## src/rtl/hbridge_pkg.sv

```systemverilog
// Shared encodings for the multi-channel H-bridge controller: drive modes,
// leg FSM states and the per-leg request code.
package hbridge_pkg;

    typedef enum logic [1:0] {
        MODE_COAST   = 2'd0,
        MODE_LAP     = 2'd1,
        MODE_SIGNMAG = 2'd2,
        MODE_BRAKE   = 2'd3
    } mode_e;

    localparam logic [1:0] LEG_OFF  = 2'd0;
    localparam logic [1:0] LEG_HI   = 2'd1;
    localparam logic [1:0] LEG_LO   = 2'd2;
    localparam logic [1:0] LEG_DEAD = 2'd3;

    localparam logic [1:0] REQ_OFF = 2'd0;
    localparam logic [1:0] REQ_HI  = 2'd1;
    localparam logic [1:0] REQ_LO  = 2'd2;

    function automatic logic [1:0] pwm_req(input logic pwm);
        return pwm ? REQ_HI : REQ_LO;
    endfunction

    function automatic logic [1:0] req_to_leg(input logic [1:0] req);
        logic [1:0] st;
        case (req)
            REQ_HI:  st = LEG_HI;
            REQ_LO:  st = LEG_LO;
            default: st = LEG_OFF;
        endcase
        return st;
    endfunction

endpackage

```

## src/rtl/hbridge_leg.sv

```systemverilog
// One half-bridge leg: break-before-make FSM with a programmable dead timer.
// A leg never turns a FET on without passing through DEAD when dead_time > 0.
module hbridge_leg
    import hbridge_pkg::*;
#(
    parameter int DWID = 32
) (
    input  logic            clk,
    input  logic            rst_n,
    input  logic [1:0]      req,
    input  logic [DWID-1:0] dead_time,
    input  logic            force_off,
    output logic            top,
    output logic            bot
);

    logic [1:0]      state_r;
    logic [1:0]      state_nxt_s;
    logic [1:0]      target_s;
    logic [DWID-1:0] timer_r;
    logic [DWID-1:0] timer_nxt_s;
    logic            top_r;
    logic            bot_r;

    // Next-state and dead-timer decision; the target is re-read at dead expiry
    always_comb begin
        target_s    = force_off ? LEG_OFF : req_to_leg(req);
        state_nxt_s = state_r;
        timer_nxt_s = timer_r;
        case (state_r)
            LEG_OFF, LEG_HI, LEG_LO: begin
                if (target_s == LEG_OFF) begin
                    state_nxt_s = LEG_OFF;
                end else if (target_s == state_r) begin
                    state_nxt_s = state_r;
                end else if (dead_time == '0) begin
                    state_nxt_s = target_s;
                end else begin
                    state_nxt_s = LEG_DEAD;
                    timer_nxt_s = dead_time - DWID'(1);
                end
            end
            LEG_DEAD: begin
                if (target_s == LEG_OFF) begin
                    state_nxt_s = LEG_OFF;
                end else if (timer_r == '0) begin
                    state_nxt_s = target_s;
                end else begin
                    timer_nxt_s = timer_r - DWID'(1);
                end
            end
            default: begin
                state_nxt_s = LEG_OFF;
                timer_nxt_s = '0;
            end
        endcase
    end

    // State, timer and gate registers; gates are decoded from the next state
    always_ff @(posedge clk or negedge rst_n) begin
        if (!rst_n) begin
            state_r <= LEG_OFF;
            timer_r <= '0;
            top_r   <= 1'b0;
            bot_r   <= 1'b0;
        end else begin
            state_r <= state_nxt_s;
            timer_r <= timer_nxt_s;
            top_r   <= (state_nxt_s == LEG_HI);
            bot_r   <= (state_nxt_s == LEG_LO);
        end
    end

    assign top = top_r;
    assign bot = bot_r;

endmodule

```

## src/rtl/hbridge_multi.sv

```systemverilog
// NCH-channel H-bridge controller: shared PWM counter, per-channel shadowed
// duty/mode/direction, per-leg dead time and a sticky synchronised fault.
module hbridge_multi
    import hbridge_pkg::*;
#(
    parameter int DWID    = 32,
    parameter int NCH     = 4,
    parameter int SYNC_FF = 2
) (
    input  logic                clk,
    input  logic                rst_n,
    input  logic                i_enable,
    input  logic [NCH-1:0]      i_pn,
    input  logic [DWID-1:0]     i_period,
    input  logic [NCH*DWID-1:0] i_hi_time,
    input  logic [NCH*2-1:0]    i_mode,
    input  logic [NCH-1:0]      i_dir,
    input  logic [DWID-1:0]     i_dead_time,
    input  logic                i_fault_n,
    input  logic                i_fault_clr,
    output logic                o_sync,
    output logic                o_fault,
    output logic [NCH-1:0]      o_q_tl,
    output logic [NCH-1:0]      o_q_bl,
    output logic [NCH-1:0]      o_q_tr,
    output logic [NCH-1:0]      o_q_br
);

    logic [DWID-1:0]           cnt_r;
    logic                      run_s;
    logic                      load_s;
    logic                      wrap_s;
    logic [NCH-1:0][DWID-1:0]  duty_r;
    logic [NCH-1:0][1:0]       mode_r;
    logic [NCH-1:0]            dir_r;
    logic [NCH-1:0][DWID-1:0]  duty_eff_s;
    logic [NCH-1:0][1:0]       mode_eff_s;
    logic [NCH-1:0]            dir_eff_s;
    logic [NCH-1:0]            pwm_r;
    logic [NCH-1:0][1:0]       pmode_r;
    logic [NCH-1:0]            pdir_r;
    logic                      sync_r;
    logic [SYNC_FF-1:0]        fsync_r;
    logic                      fault_r;
    logic                      fault_set_s;
    logic                      force_off_s;
    logic [NCH-1:0][1:0]       req_l_s;
    logic [NCH-1:0][1:0]       req_r_s;
    logic [NCH-1:0]            lt_s;
    logic [NCH-1:0]            lb_s;
    logic [NCH-1:0]            rt_s;
    logic [NCH-1:0]            rb_s;

    assign run_s  = i_enable && (i_period != '0);
    assign wrap_s = (cnt_r >= (i_period - DWID'(1)));
    assign load_s = run_s && (cnt_r == '0);

    // Period counter; a shrunk period is caught by the >= compare
    always_ff @(posedge clk or negedge rst_n) begin
        if (!rst_n) begin
            cnt_r <= '0;
        end else if (!run_s || wrap_s) begin
            cnt_r <= '0;
        end else begin
            cnt_r <= cnt_r + DWID'(1);
        end
    end

    // At period start the fresh inputs are used directly so the new duty covers cnt==0
    always_comb begin
        duty_eff_s = load_s ? i_hi_time : duty_r;
        mode_eff_s = load_s ? i_mode    : mode_r;
        dir_eff_s  = load_s ? i_dir     : dir_r;
    end

    // Shadow registers and the pwm/mode pipeline stage
    always_ff @(posedge clk or negedge rst_n) begin
        if (!rst_n) begin
            duty_r  <= '0;
            mode_r  <= '0;
            dir_r   <= '0;
            pwm_r   <= '0;
            pmode_r <= '0;
            pdir_r  <= '0;
            sync_r  <= 1'b0;
        end else begin
            duty_r  <= duty_eff_s;
            mode_r  <= mode_eff_s;
            dir_r   <= dir_eff_s;
            pmode_r <= mode_eff_s;
            pdir_r  <= dir_eff_s;
            sync_r  <= load_s;
            for (int k = 0; k < NCH; k++) begin
                pwm_r[k] <= (cnt_r < duty_eff_s[k]);
            end
        end
    end

    assign fault_set_s = ~fsync_r[SYNC_FF-1];
    assign force_off_s = fault_r | fault_set_s | ~run_s;

    // Fault synchroniser and sticky latch; an active fault beats a clear
    always_ff @(posedge clk or negedge rst_n) begin
        if (!rst_n) begin
            fsync_r <= '1;
            fault_r <= 1'b0;
        end else begin
            fsync_r <= {fsync_r[SYNC_FF-2:0], i_fault_n};
            if (fault_set_s) begin
                fault_r <= 1'b1;
            end else if (i_fault_clr) begin
                fault_r <= 1'b0;
            end else begin
                fault_r <= fault_r;
            end
        end
    end

    // Mode decode into left/right leg requests
    always_comb begin
        req_l_s = '0;
        req_r_s = '0;
        for (int k = 0; k < NCH; k++) begin
            case (pmode_r[k])
                MODE_LAP: begin
                    req_l_s[k] = pwm_req(pwm_r[k]);
                    req_r_s[k] = pwm_req(~pwm_r[k]);
                end
                MODE_SIGNMAG: begin
                    if (pdir_r[k]) begin
                        req_l_s[k] = REQ_LO;
                        req_r_s[k] = pwm_req(pwm_r[k]);
                    end else begin
                        req_l_s[k] = pwm_req(pwm_r[k]);
                        req_r_s[k] = REQ_LO;
                    end
                end
                MODE_BRAKE: begin
                    req_l_s[k] = REQ_LO;
                    req_r_s[k] = REQ_LO;
                end
                default: begin
                    req_l_s[k] = REQ_OFF;
                    req_r_s[k] = REQ_OFF;
                end
            endcase
        end
    end

    for (genvar k = 0; k < NCH; k++) begin : g_ch
        hbridge_leg #(.DWID(DWID)) u_left (
            .clk       (clk),
            .rst_n     (rst_n),
            .req       (req_l_s[k]),
            .dead_time (i_dead_time),
            .force_off (force_off_s),
            .top       (lt_s[k]),
            .bot       (lb_s[k])
        );
        hbridge_leg #(.DWID(DWID)) u_right (
            .clk       (clk),
            .rst_n     (rst_n),
            .req       (req_r_s[k]),
            .dead_time (i_dead_time),
            .force_off (force_off_s),
            .top       (rt_s[k]),
            .bot       (rb_s[k])
        );
    end

    // P-channel top FETs are on when their gate is low
    assign o_q_tl  = lt_s ^ i_pn;
    assign o_q_tr  = rt_s ^ i_pn;
    assign o_q_bl  = lb_s;
    assign o_q_br  = rb_s;
    assign o_sync  = sync_r;
    assign o_fault = fault_r;

endmodule

```

## config.mk

```make
export PLATFORM = sky130hd
export DESIGN_NAME = hbridge_multi
export DESIGN_NICKNAME = d
export VERILOG_FILES = /design/src/rtl/hbridge_pkg.sv /design/src/rtl/hbridge_leg.sv /design/src/rtl/hbridge_multi.sv
export SDC_FILE = /design/constraint.sdc
export NUM_CORES = 1
export LEC_CHECK = 0
export ABC_AREA = 0
export CAP_MARGIN = 10
export CORE_MARGIN = 5
export CORE_UTILIZATION = 38
export CTS_CLUSTER_DIAMETER = 200
export DETAILED_ROUTE_END_ITERATION = 6
export PLACE_DENSITY_LB_ADDON = 0.3
export SLEW_MARGIN = 10
export SYNTH_ARGS = -nofsm -noshare
export SYNTH_HDL_FRONTEND = slang
export SYNTH_HIERARCHICAL = 1
export SYNTH_SLANG_ARGS = --single-unit
```

## constraint.sdc

```tcl
create_clock -name clk -period 13.1 [get_ports clk]
set_clock_uncertainty 0.15 [all_clocks]
set_input_delay 3.93 -clock clk [delete_from_list [all_inputs] [get_ports clk]]
set_output_delay 3.93 -clock clk [all_outputs]
set_load 0.01 [all_outputs]
```

==> results.toml <==
[min_path]
min_from = "fsync_r[0]$_DFF_PN1_"
worstHoldPathType = "reg -> reg"
min_delay_path_depth = 0

[worst_setup_path]
crit_chain = "clkdlybuf4s50_1, xor2_1, clkdlybuf4s50_1"
cp.arrival_ns = 5.15
crit_type = "in -> out"
critical_path_depth = 3
path_delay_family = "buffers and inverters"
crit_slowest_cell = "clkdlybuf4s50_1"
crit_path_max_incr_delay_ns = 0.57
critical_path.startpoint = "i_pn[3]"
endpoint_kind = "primary output"
critPathLaunchType = "input port"
r2r_slack_ns = 7.60
crit_buf_inv = 2
critPathMostFrequentCell = "clkdlybuf4s50_1"
worstReg2RegEnd = "pwm_r[3]$_DFF_PN0_"
cp_data_required_time_ns = 9.02
r2r_start = "cnt_r[0]$_DFF_PN0_"
endpoint = "o_q_tr[3]"
reg2reg_depth = 17
cp_max_fo = 2

[final_layout]
drive_above_1_share_pct = 9.41
fin_nets = 4925
most-common-layout-cells = "nor2_1, dfrtp_1, a21oi_1"
layout_commonest_cell = "nor2_1"
area_growth_pct = 13.8

[power_and_ir_drop]
irDropWorstVdd_mv = 0.127
seqPwrFrac_pct = 45.5
power_density_nw_per_um2 = 132
internal-power_mw = 3.58
p_clk_share_pct = 28.8
net-switching-power_mw = 2.08
p_leak_nw = 16.8
switching_share_pct = 36.8
comb_power_share_pct = 25.7

[sta]
setup_viol = 0
rsz0062_at_grt = "false"
fin_crit_ns = 9.23
slew_headroom_pct = 16.5
finalHoldViolCount = 0
worst-slew-pin-transition_ns = 1.24
fin_ws_ns = 3.87
fmax_mhz = 108
setup-tns-final_ns = 0
drv_slew = 0
fin_crit_sh_pct = 70.5

[global_routing]
grt_pass1_vias = 34484
antenna_found_initial = 7
use_met2_pct = 37.3
grt_pass1_wl_mm = 204
grtUsageMet3_pct = 4.55
grt.overflow.total = 0
grt_max_degree = 130
use_met1_pct = 32.9
grt-busiest-layer = "met2"
grt_usage_pct = 23.6

[clock_network]
cts_inserted_buffers = 57
clk_pin_slew_worst_paths_ns = 0.06
ctsLongestPathBuffers = 3
post-cts-setup-buffers = 0
cts.sinks = 468
clkLatencyLatePin_ns = 0.65
hold_buffers = 0
cts_resized = 0
cts-root-buf = "clkbuf_16"
cts_tree = "yes"
ctsHtreeMaxLevel = 2

[detailed_routing]
viasPerCell = 6.31
num_vias = 37089
routed_wl_mm = 131
dr.pass1.iters = 6
wl_per_cell_um = 22.3
drc = 0
drtIter0Drc = 3430
ant_nets = 0

[run]
drv_cap = 0

[yosys]
ys_ff_latch = 468
yosys_warnings = 6
syn_area_um2 = 37600
synth_edf_count = 0
synth_ff_type = "dfrtp_1"
syn_nets = 4796
synthDistinctLibCells = 82
synthArstFlopShare_pct = 100
ys_seq_area_share_pct = 31.2
postSynthCellCount = 4416
syn_avg_cell_area_um2 = 8.51

[floorplan]
boundaryPins = 231
start_util_pct = 38.2
core_area_um2 = 98300
die-area_um2 = 105000
die_y_um = 324
die_w_um = 324
core.rowCount = 115

[run_status]
status = "completed"

[place]
place_congestion = 0.847
port_buffers = 230
dp_hpwl_mm = 83.6
pre_cts_ws_ns = 3.85
worst register-to-register path, cell delays in order (launching register included):
cell and delay, ns:
dfrtp_1 0.55, inv_1 0.21, ha_1 0.16, nor4b_1 0.27
nand4_1 0.24, nor2_1 0.25, o211a_4 0.64, buf_12 0.61
mux2_2 0.62, inv_2 0.05, ha_1 0.22, a211oi_1 0.25
o21ai_1 0.09, a311oi_1 0.27, nor2_1 0.10, a2111oi_0 0.43
o21ai_1 0.15, a21oi_1 0.16
power groups by stage:
stage / registers [mW] / logic, mW / clock network [mW]
floorplan: 2.36 / 1.05 / 0
global placement: 2.56 / 1.40 / 0
detailed placement: 2.57 / 1.45 / 0
CTS: 2.55 / 1.45 / 1.67
global route: 2.65 / 1.63 / 1.72
finish: 2.58 / 1.45 / 1.63
Yosys cell counts, types with 21 or more instances:
cell type | instances | area share [%]
nor2b_1 | 28 | 0.47
o21ai_0 | 174 | 2.3
and3_1 | 67 | 1.1
o221a_2 | 25 | 0.75
a211oi_1 | 140 | 2.8
a21boi_0 | 24 | 0.48
o22a_1 | 32 | 0.75
nor4_1 | 142 | 2.4
a22oi_1 | 32 | 0.64
a21o_1 | 36 | 0.72
clkbuf_1 | 126 | 1.3
or2_2 | 24 | 0.40
and2_1 | 45 | 0.75
nand4_1 | 113 | 1.9
nor4bb_1 | 64 | 1.7
buf_1 | 24 | 0.24
a211o_1 | 48 | 1.1
o211ai_1 | 42 | 0.84
ha_1 | 167 | 5.6
dfrtp_1 | 466 | 31
mux2_2 | 25 | 0.75
o31ai_1 | 50 | 1.0
nand2_1 | 204 | 2.0
or3_1 | 38 | 0.63
a2111o_1 | 24 | 0.72
inv_2 | 29 | 0.29
xnor2_1 | 30 | 0.70
inv_1 | 190 | 1.9
xor2_1 | 52 | 1.2
mux2_1 | 21 | 0.63
and4bb_2 | 32 | 1.1
nand3_1 | 161 | 2.1
o221ai_1 | 56 | 1.3
a31oi_1 | 42 | 0.70
o22ai_1 | 36 | 0.60
nor2_1 | 479 | 4.8
buf_2 | 59 | 0.79
or4_1 | 35 | 0.70
mux2i_1 | 173 | 4.6
nand2b_1 | 70 | 1.2
nor3_1 | 90 | 1.2
a21oi_1 | 309 | 4.1
o311ai_0 | 41 | 0.96
cells by family after synthesis:
group,synth area share [%]
simple gates,25.3
flops,31.2
mux,6.07
fa+ha+maj,5.56
xor+xnor,1.91
buf+inv,5.39
compound gates,24.6
registers in the layout, indices dropped and copies added, names as in the netlist, 4 cells and up:
name and flops:
duty_r 128, g_ch.u_left/timer_r 128, g_ch.u_right/timer_r 128, cnt_r 32
g_ch.u_left/state_r 8, g_ch.u_right/state_r 8, pmode_r 8, g_ch.u_left/bot 4
g_ch.u_left/top 4, g_ch.u_right/bot 4, g_ch.u_right/top 4, pdir_r 4
pwm_r 4
worst min path at each step:
stage                                       to  slack, ns
after floorplan           fsync_r[1]$_DFF_PN1_       0.20
after global placement    fsync_r[1]$_DFF_PN1_       0.20
after detailed placement  fsync_r[1]$_DFF_PN1_       0.20
after CTS                 fsync_r[1]$_DFF_PN1_       0.21
after global routing      fsync_r[1]$_DFF_PN1_       0.21
final                     fsync_r[1]$_DFF_PN1_       0.21
layer usage:
layer  share of wire [%]  vias up
li1                    -    17279
met2                  44     1616
met4                 3.6       10
met5               0.055        -
met3                 8.5      287
met1                  44    17897
cell type report:
cell class / instances / area, µm²
fill: 9756 / 55500
multi-input combinational: 3483 / 23900
sequential: 468 / 11700
timing repair buffer: 316 / 2840
clock buffer: 86 / 1730
tap: 1287 / 1610
inverter: 219 / 822
clock inverter: 20 / 181
antenna: 1 / 2.50
per-stage QoR:
step           hold slack, ns  util, %  area (µm²)  total power [mW]  cells
2_1_floorplan           0.195        -       37600              3.41   4416
3_3_place_gp            0.196     41.5       40800              3.96   5773
3_5_place_dp            0.199     41.5       40800              4.02   5773
4_1_cts                 0.208     43.5       42700              5.67   5879
5_1_grt                 0.214     43.5       42800              6.00   5879
6_report                0.206     43.5       42800              5.66   5880
Note: power is estimated with default switching activity, not from simulation.
==> RTL change, RTL diff (config.mk and constraints unchanged) <==
The parameter `SYNC_FF` goes from 2 to 4.
--- a/src/rtl/hbridge_multi.sv
+++ b/src/rtl/hbridge_multi.sv
@@ -7,3 +7,3 @@
     parameter int NCH     = 4,
-    parameter int SYNC_FF = 2
+    parameter int SYNC_FF = 4
 ) (
Formal check against the unedited RTL: not equivalent (Yosys sat finds a counterexample within 4 cycles, from zero or initial values and one cycle with rst_n low).
==> RTL change against the unedited design <==
Worst setup slack gained 0.0076 ns; synthesized area grew 0.14%; wire length grew 1.4%; register-to-register slack gained 0.28 ns; global-route usage is 0.34 points higher; utilization grew 0.23 points; power increased by 2.4%; sequential share of layout area is essentially flat; sequential cell count is 2 higher; die area rose by 0.14%; cell area is 0.52% higher.
==> RTL change: results (changes against the unedited design) <==
| Metric | Value |
|---|---|
| Peak supply drop | 0.102 mV (was 0.127 mV) |
| Routed length on met2 | 58.9 mm (was 58.0 mm) |
| Cell count after synthesis | 4,418 (was 4,416) |
| DP Wirelength | 84.4 mm (was 83.6 mm) |
| Crit-path max FO | 2 (unchanged) |
| Met1 usage | 0.331 (was 0.329) |
| PortBufs | 230 (unchanged) |
| Area post-placement | 40,900 sq um (was 40,800 sq um) |
| Clk Latency, worst-skew pair | 0.67 ns (was 0.65 ns) |
| Hold slack | 0.198 ns (was 0.206 ns) |
| WL met3 | 11.5 mm (was 11.1 mm) |
| Final nets | 4,929 (was 4,925) |
| Grt met2 use | 0.376 (was 0.373) |
| CTS Buf Count | 56 (was 57) |
| Leak | 16.9 nW (was 16.8 nW) |
| Share of layout cells above drive strength 1 | 0.0955 (was 0.0941) |
| GPL Wtd Cong | 0.864 (was 0.847) |
| Crit-path slowest cell | clkdlybuf4s50_1 (unchanged) |
| Largest net degree at the start of global routing | 142 (was 130) |
| Per-cell routed wire length | 22.6 um (was 22.3 um) |
| Number of global-route vias before repair | 34,777 (was 34,484) |
| Area contributors post-synth | dfrtp_1 31%, ha_1 5.6%, nor2_1 4.8% (unchanged) |
| Cts repair resizes | 0 (unchanged) |
| Post-Syn Nets | 4,798 (was 4,796) |
| Total GRT Usage | 0.240 (was 0.236) |
| Slew of the pin with the lowest slew margin | 1.09 ns (was 1.24 ns) |
| Fin cells | 5,886 (was 5,880) |
| Reg2Reg Capture Point | pwm_r[0]$_DFF_PN0_ (was pwm_r[3]$_DFF_PN0_) |
| Hold Crit Endpoint | fsync_r[2]$_DFF_PN1_ (was fsync_r[1]$_DFF_PN1_) |
| Placed insts | 5,777 (was 5,773) |
| Drt initial violations | 3,840 (was 3,430) |
| Fillers | 9,630 (was 9,756) |
| Routed length on met1 | 57.9 mm (was 57.6 mm) |
| M3 GR Usage | 0.0479 (was 0.0455) |
| Antenna violations before repair | 12 (was 7) |
| First-pass GRT wire length | 206 mm (was 204 mm) |
| Status | complete, no violations (unchanged) |
| Synth Warn # | 6 (unchanged) |
| P per Cell Area | 135 nW/um^2 (was 132 nW/um^2) |
| Root Buffer | clkbuf_16 (unchanged) |
| Worst R2R Setup Slack | 7.88 ns (was 7.60 ns) |
| Worst hold path startpoint | fsync_r[1]$_DFF_PN1_ (was fsync_r[0]$_DFF_PN1_) |
| Sequential-to-total area share from yosys stat | 0.313 (was 0.312) |
| Via Count | 37,242 (was 37,089) |
RTL change: cell count changes in the layout (fill, tap and decap cells not counted), moves of 2 or more:
cell / unedited run / this run
bufinv_16: 2 / 8
clkbuf_1: 10 / 7
clkbuf_8: 19 / 15
dfstp_2: 2 / 4
diode_2: 1 / 3
RTL change: worst max-delay path by stage:
stage          slack [ns]   endpoint  startpoint  cells past startpoint
6_report             3.87  o_q_tr[2]     i_pn[2]                      3
3_3_place_gp         3.88  o_q_tl[1]     i_pn[1]                      3
2_1_floorplan        4.87  o_q_tl[0]     i_pn[0]                      1
3_5_place_dp         3.87  o_q_tl[2]     i_pn[2]                      3
5_1_grt              3.80  o_q_tr[3]     i_pn[3]                      3
4_1_cts              3.87  o_q_tl[2]     i_pn[2]                      3
RTL change: cells by family after synthesis:
family          share of synthesized area
compound gates                      0.246
xor+xnor                           0.0191
fa+ha+maj                          0.0555
buf+inv                            0.0538
flops                               0.313
mux                                0.0606
simple gates                        0.252
RTL change: stage by stage:
step                      setup slack, ns  total power [mW]
after floorplan                      4.87              3.42
after global placement               3.88              3.98
after detailed placement             3.87              4.03
after CTS                            3.87              5.80
after global routing                 3.80              6.14
final                                3.87              5.79
RTL change: final cells by class:
cell class | count | share of cell area
diodes | 3 | 0.000175
clock buffers | 78 | 0.0380
clock inverters | 27 | 0.00946
inverters | 219 | 0.0191
multi-input cells | 3483 | 0.555
flip-flops and latches | 470 | 0.274
well taps | 1287 | 0.0375
repair buffers | 319 | 0.0668
RTL change: report_power, final:
group / switching [mW] / leakage (nW) / internal, mW / total (mW)
registers: 0.628 / 5.67 / 1.96 / 2.59
clock network: 0.710 / 1.01 / 1.03 / 1.74
logic: 0.779 / 10.2 / 0.683 / 1.46
